==> config.mk <==
export PLATFORM = sky130hd
export DESIGN_NAME = pfd_tune_ctrl
export DESIGN_NICKNAME = d
export VERILOG_FILES = /design/src/rtl/pfd_tune_ctrl_pkg.sv /design/src/rtl/pfd_win_counter.sv /design/src/rtl/pfd_tune_ctrl.sv
export SDC_FILE = /design/constraint.sdc
export NUM_CORES = 1
export LEC_CHECK = 0
export CAP_MARGIN = 40
export CORE_MARGIN = 10
export CORE_UTILIZATION = 50
export CTS_BUF_LIST = sky130_fd_sc_hd__clkbuf_8
export CTS_CLUSTER_DIAMETER = 30
export CTS_CLUSTER_SIZE = 8
export DETAILED_ROUTE_END_ITERATION = 6
export GPL_TIMING_DRIVEN = 0
export HOLD_SLACK_MARGIN = 0.03
export MAX_ROUTING_LAYER = met4
export PLACE_DENSITY = 0.68
export SLEW_MARGIN = 25
export SYNTH_ARGS = -nofsm -noshare
export SYNTH_HDL_FRONTEND = slang
export SYNTH_SLANG_ARGS = --single-unit
==> constraint.sdc <==
create_clock -name ref_clk -period 6.6 [get_ports ref_clk]
set_input_delay 0.99 -clock ref_clk [delete_from_list [all_inputs] [get_ports ref_clk]]
set_output_delay 0.99 -clock ref_clk [all_outputs]
set_load 0.01 [all_outputs]
==> src/rtl/pfd_tune_ctrl_pkg.sv <==
// rtl/pfd_tune_ctrl_pkg.sv - shared types, defaults and decision rule for the pfd tuning controller
package pfd_tune_ctrl_pkg;

  typedef enum logic [1:0] {
    ST_IDLE   = 2'd0,
    ST_COARSE = 2'd1,
    ST_FINE   = 2'd2,
    ST_LOCKED = 2'd3
  } tune_state_e;

  typedef enum logic [1:0] {
    DEC_INBAND = 2'd0,
    DEC_UP     = 2'd1,
    DEC_DOWN   = 2'd2
  } decision_e;

  localparam int CODE_W_DEF     = 8;
  localparam int WIN_DEF        = 32;
  localparam int SETTLE_DEF     = 4;
  localparam int TOL_DEF        = 2;
  localparam int LOCK_CNT_DEF   = 4;
  localparam int UNLOCK_CNT_DEF = 2;

  // fd running fast means the DCO must slow down, and vice versa
  function automatic decision_e decide(input int unsigned fast_cnt,
                                       input int unsigned slow_cnt,
                                       input int unsigned tol);
    if (fast_cnt > slow_cnt + tol) return DEC_DOWN;
    if (slow_cnt > fast_cnt + tol) return DEC_UP;
    return DEC_INBAND;
  endfunction

endpackage

==> src/rtl/pfd_win_counter.sv <==
// rtl/pfd_win_counter.sv - synchronizes pfd indications, sequences settle/measure windows and decides per window
module pfd_win_counter
  import pfd_tune_ctrl_pkg::*;
#(
  parameter int WIN    = WIN_DEF,
  parameter int SETTLE = SETTLE_DEF,
  parameter int TOL    = TOL_DEF
) (
  input  logic      ref_clk,
  input  logic      rst,
  input  logic      restart,
  input  logic      active,
  input  logic      fast,
  input  logic      slow,
  output logic      pfd_clr,
  output logic      win_done,
  output decision_e decision
);

  localparam int PER   = SETTLE + WIN;
  localparam int PH_W  = $clog2(PER);
  localparam int CNT_W = $clog2(WIN + 1);
  localparam logic [PH_W-1:0] SETTLE_P = PH_W'(SETTLE);
  localparam logic [PH_W-1:0] LAST_P   = PH_W'(PER - 1);

  logic [1:0]       fast_sync;
  logic [1:0]       slow_sync;
  logic             fast_s;
  logic             slow_s;
  logic [PH_W-1:0]  phase;
  logic [PH_W-1:0]  phase_nxt;
  logic [CNT_W-1:0] fast_cnt;
  logic [CNT_W-1:0] slow_cnt;
  logic [CNT_W-1:0] fast_nxt;
  logic [CNT_W-1:0] slow_nxt;
  logic             measuring;
  logic             last_cycle;

  // two-flop synchronizers for the asynchronous pfd indications
  always_ff @(posedge ref_clk) begin
    if (rst) begin
      fast_sync <= '0;
      slow_sync <= '0;
    end else begin
      fast_sync <= {fast_sync[0], fast};
      slow_sync <= {slow_sync[0], slow};
    end
  end

  assign fast_s     = fast_sync[1];
  assign slow_s     = slow_sync[1];
  assign measuring  = (phase >= SETTLE_P);
  assign last_cycle = (phase == LAST_P);
  assign phase_nxt  = last_cycle ? '0 : phase + PH_W'(1);
  // the last measure cycle's own sample is folded in before deciding
  assign fast_nxt   = fast_cnt + CNT_W'(fast_s & ~slow_s);
  assign slow_nxt   = slow_cnt + CNT_W'(slow_s & ~fast_s);
  assign win_done   = active & last_cycle;
  assign decision   = decide(32'(fast_nxt), 32'(slow_nxt), TOL);

  // phase sequencing, pfd_clr generation and window accumulation
  always_ff @(posedge ref_clk) begin
    if (rst) begin
      phase    <= '0;
      pfd_clr  <= 1'b0;
      fast_cnt <= '0;
      slow_cnt <= '0;
    end else if (restart) begin
      phase    <= '0;
      pfd_clr  <= 1'b1;
      fast_cnt <= '0;
      slow_cnt <= '0;
    end else if (active) begin
      phase   <= phase_nxt;
      pfd_clr <= (phase_nxt < SETTLE_P);
      if (measuring && !last_cycle) begin
        fast_cnt <= fast_nxt;
        slow_cnt <= slow_nxt;
      end else begin
        fast_cnt <= '0;
        slow_cnt <= '0;
      end
    end else begin
      phase    <= '0;
      pfd_clr  <= 1'b0;
      fast_cnt <= '0;
      slow_cnt <= '0;
    end
  end

endmodule

==> src/rtl/pfd_tune_ctrl.sv <==
// rtl/pfd_tune_ctrl.sv - closed-loop DCO tuning: coarse binary search, fine tracking, lock/unlock detection
module pfd_tune_ctrl
  import pfd_tune_ctrl_pkg::*;
#(
  parameter int CODE_W     = CODE_W_DEF,
  parameter int WIN        = WIN_DEF,
  parameter int SETTLE     = SETTLE_DEF,
  parameter int TOL        = TOL_DEF,
  parameter int LOCK_CNT   = LOCK_CNT_DEF,
  parameter int UNLOCK_CNT = UNLOCK_CNT_DEF
) (
  input  logic              ref_clk,
  input  logic              rst,
  input  logic              start,
  input  logic              fast,
  input  logic              slow,
  output logic [CODE_W-1:0] dco_code,
  output logic              pfd_clr,
  output logic              busy,
  output logic              locked,
  output logic              sat
);

  localparam int IB_W  = $clog2(LOCK_CNT + 1);
  localparam int OOB_W = $clog2(UNLOCK_CNT + 1);
  localparam logic [CODE_W-1:0] CODE_MID  = CODE_W'(1) << (CODE_W - 1);
  localparam logic [CODE_W-1:0] STEP_INIT = CODE_W'(1) << (CODE_W - 2);
  localparam logic [CODE_W-1:0] CODE_MAX  = '1;
  localparam logic [IB_W-1:0]   LOCK_P    = IB_W'(LOCK_CNT);
  localparam logic [OOB_W-1:0]  UNLOCK_P  = OOB_W'(UNLOCK_CNT);

  tune_state_e       state;
  logic [CODE_W-1:0] step;
  logic [IB_W-1:0]   inband_cnt;
  logic [IB_W-1:0]   inband_nxt;
  logic [OOB_W-1:0]  oob_cnt;
  logic [OOB_W-1:0]  oob_nxt;
  logic              win_done;
  decision_e         decision;
  logic              restart;
  logic [CODE_W-1:0] fine_code;
  logic              fine_clip;

  assign restart    = start & (state == ST_IDLE);
  assign inband_nxt = inband_cnt + IB_W'(1);
  assign oob_nxt    = oob_cnt + OOB_W'(1);

  pfd_win_counter #(
    .WIN    (WIN),
    .SETTLE (SETTLE),
    .TOL    (TOL)
  ) u_win (
    .ref_clk  (ref_clk),
    .rst      (rst),
    .restart  (restart),
    .active   (busy),
    .fast     (fast),
    .slow     (slow),
    .pfd_clr  (pfd_clr),
    .win_done (win_done),
    .decision (decision)
  );

  // saturating +/-1 step used by fine tracking and by the unlock window
  always_comb begin
    fine_code = dco_code;
    fine_clip = 1'b0;
    if (decision == DEC_UP) begin
      if (dco_code == CODE_MAX) fine_clip = 1'b1;
      else                      fine_code = dco_code + CODE_W'(1);
    end else if (decision == DEC_DOWN) begin
      if (dco_code == '0) fine_clip = 1'b1;
      else                fine_code = dco_code - CODE_W'(1);
    end
  end

  // tuning state machine, advanced once per completed window
  always_ff @(posedge ref_clk) begin
    if (rst) begin
      state      <= ST_IDLE;
      dco_code   <= CODE_MID;
      step       <= STEP_INIT;
      inband_cnt <= '0;
      oob_cnt    <= '0;
      busy       <= 1'b0;
      locked     <= 1'b0;
      sat        <= 1'b0;
    end else begin
      case (state)
        ST_IDLE: begin
          if (start) begin
            state      <= ST_COARSE;
            busy       <= 1'b1;
            dco_code   <= CODE_MID;
            step       <= STEP_INIT;
            sat        <= 1'b0;
            inband_cnt <= '0;
            oob_cnt    <= '0;
          end
        end
        ST_COARSE: begin
          if (win_done) begin
            if (decision == DEC_INBAND) begin
              state <= ST_FINE;
            end else begin
              dco_code <= (decision == DEC_UP) ? dco_code + step : dco_code - step;
              step     <= step >> 1;
              if (step == CODE_W'(1)) state <= ST_FINE;
            end
          end
        end
        ST_FINE: begin
          if (win_done) begin
            if (decision == DEC_INBAND) begin
              sat <= 1'b0;
              if (inband_nxt == LOCK_P) begin
                state      <= ST_LOCKED;
                locked     <= 1'b1;
                inband_cnt <= '0;
                oob_cnt    <= '0;
              end else begin
                inband_cnt <= inband_nxt;
              end
            end else begin
              dco_code   <= fine_code;
              sat        <= fine_clip;
              inband_cnt <= '0;
            end
          end
        end
        ST_LOCKED: begin
          if (win_done) begin
            if (decision == DEC_INBAND) begin
              oob_cnt <= '0;
            end else if (oob_nxt == UNLOCK_P) begin
              state      <= ST_FINE;
              locked     <= 1'b0;
              oob_cnt    <= '0;
              inband_cnt <= '0;
              dco_code   <= fine_code;
              sat        <= fine_clip;
            end else begin
              oob_cnt <= oob_nxt;
            end
          end
        end
        default: state <= ST_IDLE;
      endcase
    end
  end

endmodule

==> results.cfg, run 1 <==
[floorplanning]
die_y_um = 100
die_x_um = 100
io_pins = 17
core_area_um2 = 6310
std_cell_rows = 29
dieArea_um2 = 10100
start_util_pct = 51.1

[critical_path]
startpoint_type = flop
cp.buffers_inverters = 1
critPathKind = reg -> reg
critical-path-max-stage-delay_ns = 0.34
cpLargestDelayFamily = compound AO/OA/AOI/OAI gates
path_common_cell = ha_1
slowest_stage = dfxtp_1
worstPathArrival_ns = 5.66
r2r_slack_ns = 1.17
cp_max_fo = 6
end_kind = flop
critPathRequiredTime_ns = 6.83

[timing]
setup_viol = 0
relSlewSlack_pct = 61.5
grt_setup_unrepaired = no
final.min_clock_period_ns = 5.43
hold_violations = 0
post-route-period-util_pct = 82.3
fin_skew_ns = 0.00489
max_freq_ghz = 0.184
setup_tns_ns = 0
worst-slew-pin-transition_ns = 0.578
drv_slew = 0

[cells_and_area]
layout_commonest_cell = dfxtp_1
num_antenna_cells = 0
most-common-layout-cells = dfxtp_1 (48), a21oi_1 (42), nor2_1 (34)
instances_no_fill = 498
area.growth.synth_to_final_pct = 10.9
nets = 454
drive_gt1_share_pct = 7.60

[detailed_routing]
post-route-drc-count = 0
drt_pass1_iterations = 4
num_vias = 2821
drt-wirelength-per-cell_um = 13.8
viasPerCell = 5.66
drt_iter0_drc = 147
antenna_left = 0
wl_um = 6890

[logic_synthesis]
synth_area_leaders = dfxtp_1 (30%), ha_1 (11%), a21oi_1 (6.5%)
synth_top_area_share_pct = 29.8
ys_ff_latch = 48
syn_area_per_cell_um2 = 8.13
synth_warnings = 0
async_reset_ff_share_pct = 0
netlist_area_um2 = 3230
synth-edff-count = 0
syn_inst = 397
yosysUniqueCellTypes = 63
synth_ff_type = dfxtp_1
synthesis.nets = 431
yosysTopAreaCell = dfxtp_1
ys_seq_area_share_pct = 29.8

[global_route]
track_usage_pct = 14.2
grt_pass1_vias = 2568
antenna_found_initial = 0
grt_pass1_wl_um = 11700
grt_max_degree = 18
overflow = 0

[cts]
cts-hold-fix-buffers = 0
clockBufferDepth = 2
path_clk_slew_ns = 0.10
clock-sinks = 48
cts_buffers = 5
root_buffer = clkbuf_8
htree_levels = 2
insertion_delay_ns = 0.31
cts_resized = 0
cts_tree = built
cts_setup_buffers = 0

[placement]
dp_hpwl_um = 5270
dp.cells = 490
portBuffers = 16
globalplace.congestion = 0.856

[flow_run]
cap_violations = 0

[pwr]
power_leakage_nw = 1.41
power_density_nw_per_um2 = 148
vdd_ir_drop_max_mv = 0.0888
p_total_w = 0.000529

[worst_hold_path]
min_path_type = reg -> reg

[run_status]
status = completed
area by class of cell:
cell class | count | area [um^2]
plain buffers | 13 | 52.6
repair buffers | 16 | 160
clock inverters | 3 | 26.3
fillers | 594 | 2740
inverters | 22 | 82.6
flip-flops and latches | 48 | 961
multi-input cells | 314 | 2130
well taps | 77 | 96.3
clock buffers | 5 | 68.8
stage by stage:
| stage | utilization, % | instance area, um^2 | hold WS, ns | setup WS (ns) |
|---|---|---|---|---|
| detailed placement | 55.2 | 3480 | 0.432 | 1.23 |
| floorplan | - | 3230 | 0.414 | 1.84 |
| global route | 56.7 | 3580 | 0.471 | 0.709 |
| global placement | 55.2 | 3480 | 0.418 | 1.31 |
| CTS | 56.7 | 3580 | 0.455 | 1.17 |
| finish | 56.7 | 3580 | 0.450 | 1.17 |
registers in the layout (all words and copies together) (netlist names):
| name | count |
|---|---|
| busy | 1 |
| oob_cnt | 2 |
| u_win.pfd_clr | 1 |
| u_win.slow_cnt | 6 |
| locked | 1 |
| u_win.fast_sync | 2 |
| inband_cnt | 3 |
| u_win.fast_cnt | 6 |
| sat | 1 |
| state | 2 |
| step | 7 |
| u_win.slow_sync | 2 |
| u_win.phase | 6 |
| dco_code | 8 |
power breakdown:
| group | total, W | switching, W | internal (W) |
|---|---|---|---|
| registers | 0.000297 | 0.00000338 | 0.000294 |
| clock network | 0.000189 | 0.000110 | 0.0000781 |
| logic | 0.0000429 | 0.0000264 | 0.0000165 |
cells by family (layout without fill, tap and decap cells):
family	after synthesis	in the layout	synth area share, %
simple gates	154	154	26.0
compound gates	105	105	21.3
flops	48	48	29.8
buf+inv	35	59	4.19
fa+ha+maj	30	30	11.8
xor+xnor	23	23	6.24
mux	2	2	0.659
worst reg2reg max path: cells and delay by family, from the launching register on:
family | cells | cell delay, ns
DFF | 1 | 0.34
and+or+nand+nor | 9 | 1.53
xor gates and xnor gates | 1 | 0.12
AOI/OAI and AO/OA | 10 | 1.98
adders and majority gates | 5 | 1.33
buffers and inverters | 1 | 0.08
layer usage:
| metal | share of wire [%] | up-vias | global-route usage (%) |
|---|---|---|---|
| met4 | 0.86 | 0 | 4.02 |
| li1 | - | 1474 | - |
| met2 | 44 | 48 | 21.4 |
| met3 | 4.4 | 4 | 2.68 |
| met1 | 51 | 1295 | 18.9 |
| met5 | 0 | - | - |
cells in the mapped netlist, drive strengths merged (8+ instances only):
cell type	number
o21ai	26
xnor2	16
inv	21
nand3	15
nand4	12
dfxtp	48
or3	8
clkbuf	10
a21oi	42
ha	28
nor2	35
a21o	9
nand2	30
nor2b	13
final timing paths:
kind / from / to / cells after the start
min reg2reg: u_win.fast_sync[0] / u_win.fast_sync[1] / 1
min: u_win.fast_sync[0] / u_win.fast_sync[1] / 1
max reg2reg: u_win.slow_sync[1] / dco_code[7] / 26
max: u_win.slow_sync[1] / dco_code[7] / 26
Power figures use the tool's default switching activity.
==> run 2: changes to the inputs <==
==> constraint.sdc (replaced) <==
create_clock -name ref_clk -period 5.1 [get_ports ref_clk]
set_input_delay 0.765 -clock ref_clk [delete_from_list [all_inputs] [get_ports ref_clk]]
set_output_delay 0.765 -clock ref_clk [all_outputs]
set_load 0.01 [all_outputs]
==> run 2 against run 1 <==
Worst hold slack got worse by 0.0028 ns. First-iteration DRC count up 24%. Worst setup slack worse by 0.96 ns. Critical path depth did not move. Design area up 5.1%. Largest power group unchanged. Flip-flop and latch count did not move. Sequential power up 30%.
==> results.cfg, run 2 (synthesis gave the netlist of run 1 again) <==
[cells_and_area]
area.growth.synth_to_final_pct = 16.6
nets = 462
largest_reg_flops = 8
num_antenna_cells = 0
most-common-layout-cells = dfxtp_1 (47), a21oi_1 (40), nor2_1 (34)
drive_gt1_share_pct = 13.5
largestRegisters = dco_code: 8 flops, step: 7 flops
layout_commonest_cell = dfxtp_1
regMostFlops = dco_code
fillers = 565

[detailed_routing]
maxUsedRoutingLayer = met4
drt-wirelength-per-cell_um = 14.4
antenna_left = 0
num_vias = 2874
routed-wl-met2_um = 3270
post-route-drc-count = 0
wl_met3_um = 362
drt_iter0_drc = 183
drt_pass1_iterations = 5
wl_um = 7300
wl_met1_um = 3600
viasPerCell = 5.68

[critical_path]
end_kind = flop
r2r-end = dco_code[7]
ff2ff_path_depth = 26
worstPathArrival_ns = 5.12
critPathKind = reg -> reg
path_common_cell = ha_1
critPathRequiredTime_ns = 5.34
cp_max_fo = 6
r2r_slack_ns = 0.21
r2r_start = u_win.slow_sync[1]
startpoint_type = flop
crit_path_start = u_win.slow_sync[1]
slowest_stage = dfxtp_2
critical-path-max-stage-delay_ns = 0.34

[placement]
portBuffers = 16
dp_hpwl_um = 5270
globalplace.congestion = 0.856

[cts]
htree_levels = 2
path_clk_slew_ns = 0.10
clock-sinks = 48
clockBufferDepth = 2
cts_buffers = 5
cts_tree = built
cts-hold-fix-buffers = 0
insertion_delay_ns = 0.31
root_buffer = clkbuf_8

[pwr]
power_frac_seq_pct = 56.0
p_total_w = 0.000687
p_sw_w = 0.000184
p_sw_share_pct = 26.8
pwr-share-clk_pct = 35.9
power_density_nw_per_um2 = 183
vdd_ir_drop_max_mv = 0.116
power_leakage_nw = 1.47
p_int_w = 0.000503
p_comb_share_pct = 8.2

[timing]
drv_slew = 0
fin_skew_ns = 0.00791
fin_hold_ws_ns = 0.447
max_freq_ghz = 0.205
final.min_clock_period_ns = 4.89
worst-slew-pin-transition_ns = 0.593
relSlewSlack_pct = 60.5
setup_viol = 0
hold_violations = 0
post-route-period-util_pct = 95.8

[worst_hold_path]
min_path_type = reg -> reg
hp-start = u_win.slow_sync[0]
min_path_cells = 1
min_to = u_win.slow_sync[1]

[floorplanning]
core_area_um2 = 6310
dieArea_um2 = 10100
std_cell_rows = 29
die_x_um = 100
start_util_pct = 51.1
io_pins = 17
die_y_um = 100

[global_route]
grt_pass1_vias = 2592
grt_pass1_wl_um = 11900
overflow = 0
track_usage_pct = 14.5
grt_max_degree = 18
antenna_found_initial = 0

[flow_run]
cap_violations = 0

[run_status]
status = completed
[run 2: changes by cell type in the layout (fill, tap and decap cells not counted), sizes merged]
cell | before | now
clkbuf | 15 | 14
buf | 3 | 12
[run 2: metrics by stage]
stage / util (%) / cell area (um^2) / TNS, ns / cells / worst slack, ns
floorplan: - / 3230 / 0 / 397 / 0.337
global placement: 55.2 / 3480 / -0.242 / 490 / -0.186
detailed placement: 55.2 / 3480 / -0.417 / 490 / -0.274
CTS: 57.7 / 3650 / 0 / 500 / 0.000178
global route: 59.6 / 3760 / -0.0533 / 506 / -0.0427
finish: 59.6 / 3760 / 0 / 506 / 0.213
[run 2: metal layers]
| metal | GRT usage, % | up-vias |
|---|---|---|
| met3 | 2.68 | 5 |
| li1 | - | 1485 |
| met1 | 19.3 | 1324 |
| met5 | - | - |
| met2 | 21.9 | 60 |
| met4 | 4.02 | 0 |
[run 2: worst max-delay path by stage]
stage	end	slack, ns
after floorplan	dco_code[7]	0.34
after global placement	dco_code[7]	-0.19
after detailed placement	dco_code[7]	-0.27
after CTS	dco_code[7]	0.0002
after global routing	dco_code[6]	-0.04
final	dco_code[7]	0.21
[run 2: cell type report]
type	instances	area [um^2]	share of cell area, %
plain buffers	12	48.8	1.30
flip-flops and latches	48	962	25.6
clock inverters	3	26.3	0.699
repair buffers	25	240	6.39
inverters	22	82.6	2.20
well taps	77	96.3	2.56
multi-input cells	314	2240	59.4
clock buffers	5	68.8	1.83
[run 2: critical path: cells and delay by family (launching register included)]
family | cells | cell delay (ns)
AND/OR/NAND/NOR | 9 | 1.29
adder cells (fa/ha/maj) | 5 | 1.22
AO/OA/AOI/OAI | 10 | 1.78
flip-flops | 1 | 0.34
buffers and inverters | 1 | 0.06
XOR/XNOR | 1 | 0.12
[run 2: what timing repair did]
item / 4_1_cts / 5_1_grt
pin swaps: 2 / 7
setup endpoints to repair: 3 / 4
setup buffers: 3 / 6
resized for setup: 11 / 11
[run 2: power by group through the flow]
stage / Sequential, W / Clock [W] / Combinational, W
after detailed placement: 0.000393 / 0 / 0.0000558
after CTS: 0.000385 / 0.000254 / 0.0000561
final: 0.000385 / 0.000246 / 0.0000562
after global placement: 0.000393 / 0 / 0.0000546
after global routing: 0.000386 / 0.000267 / 0.0000615
after floorplan: 0.000393 / 0 / 0.0000344
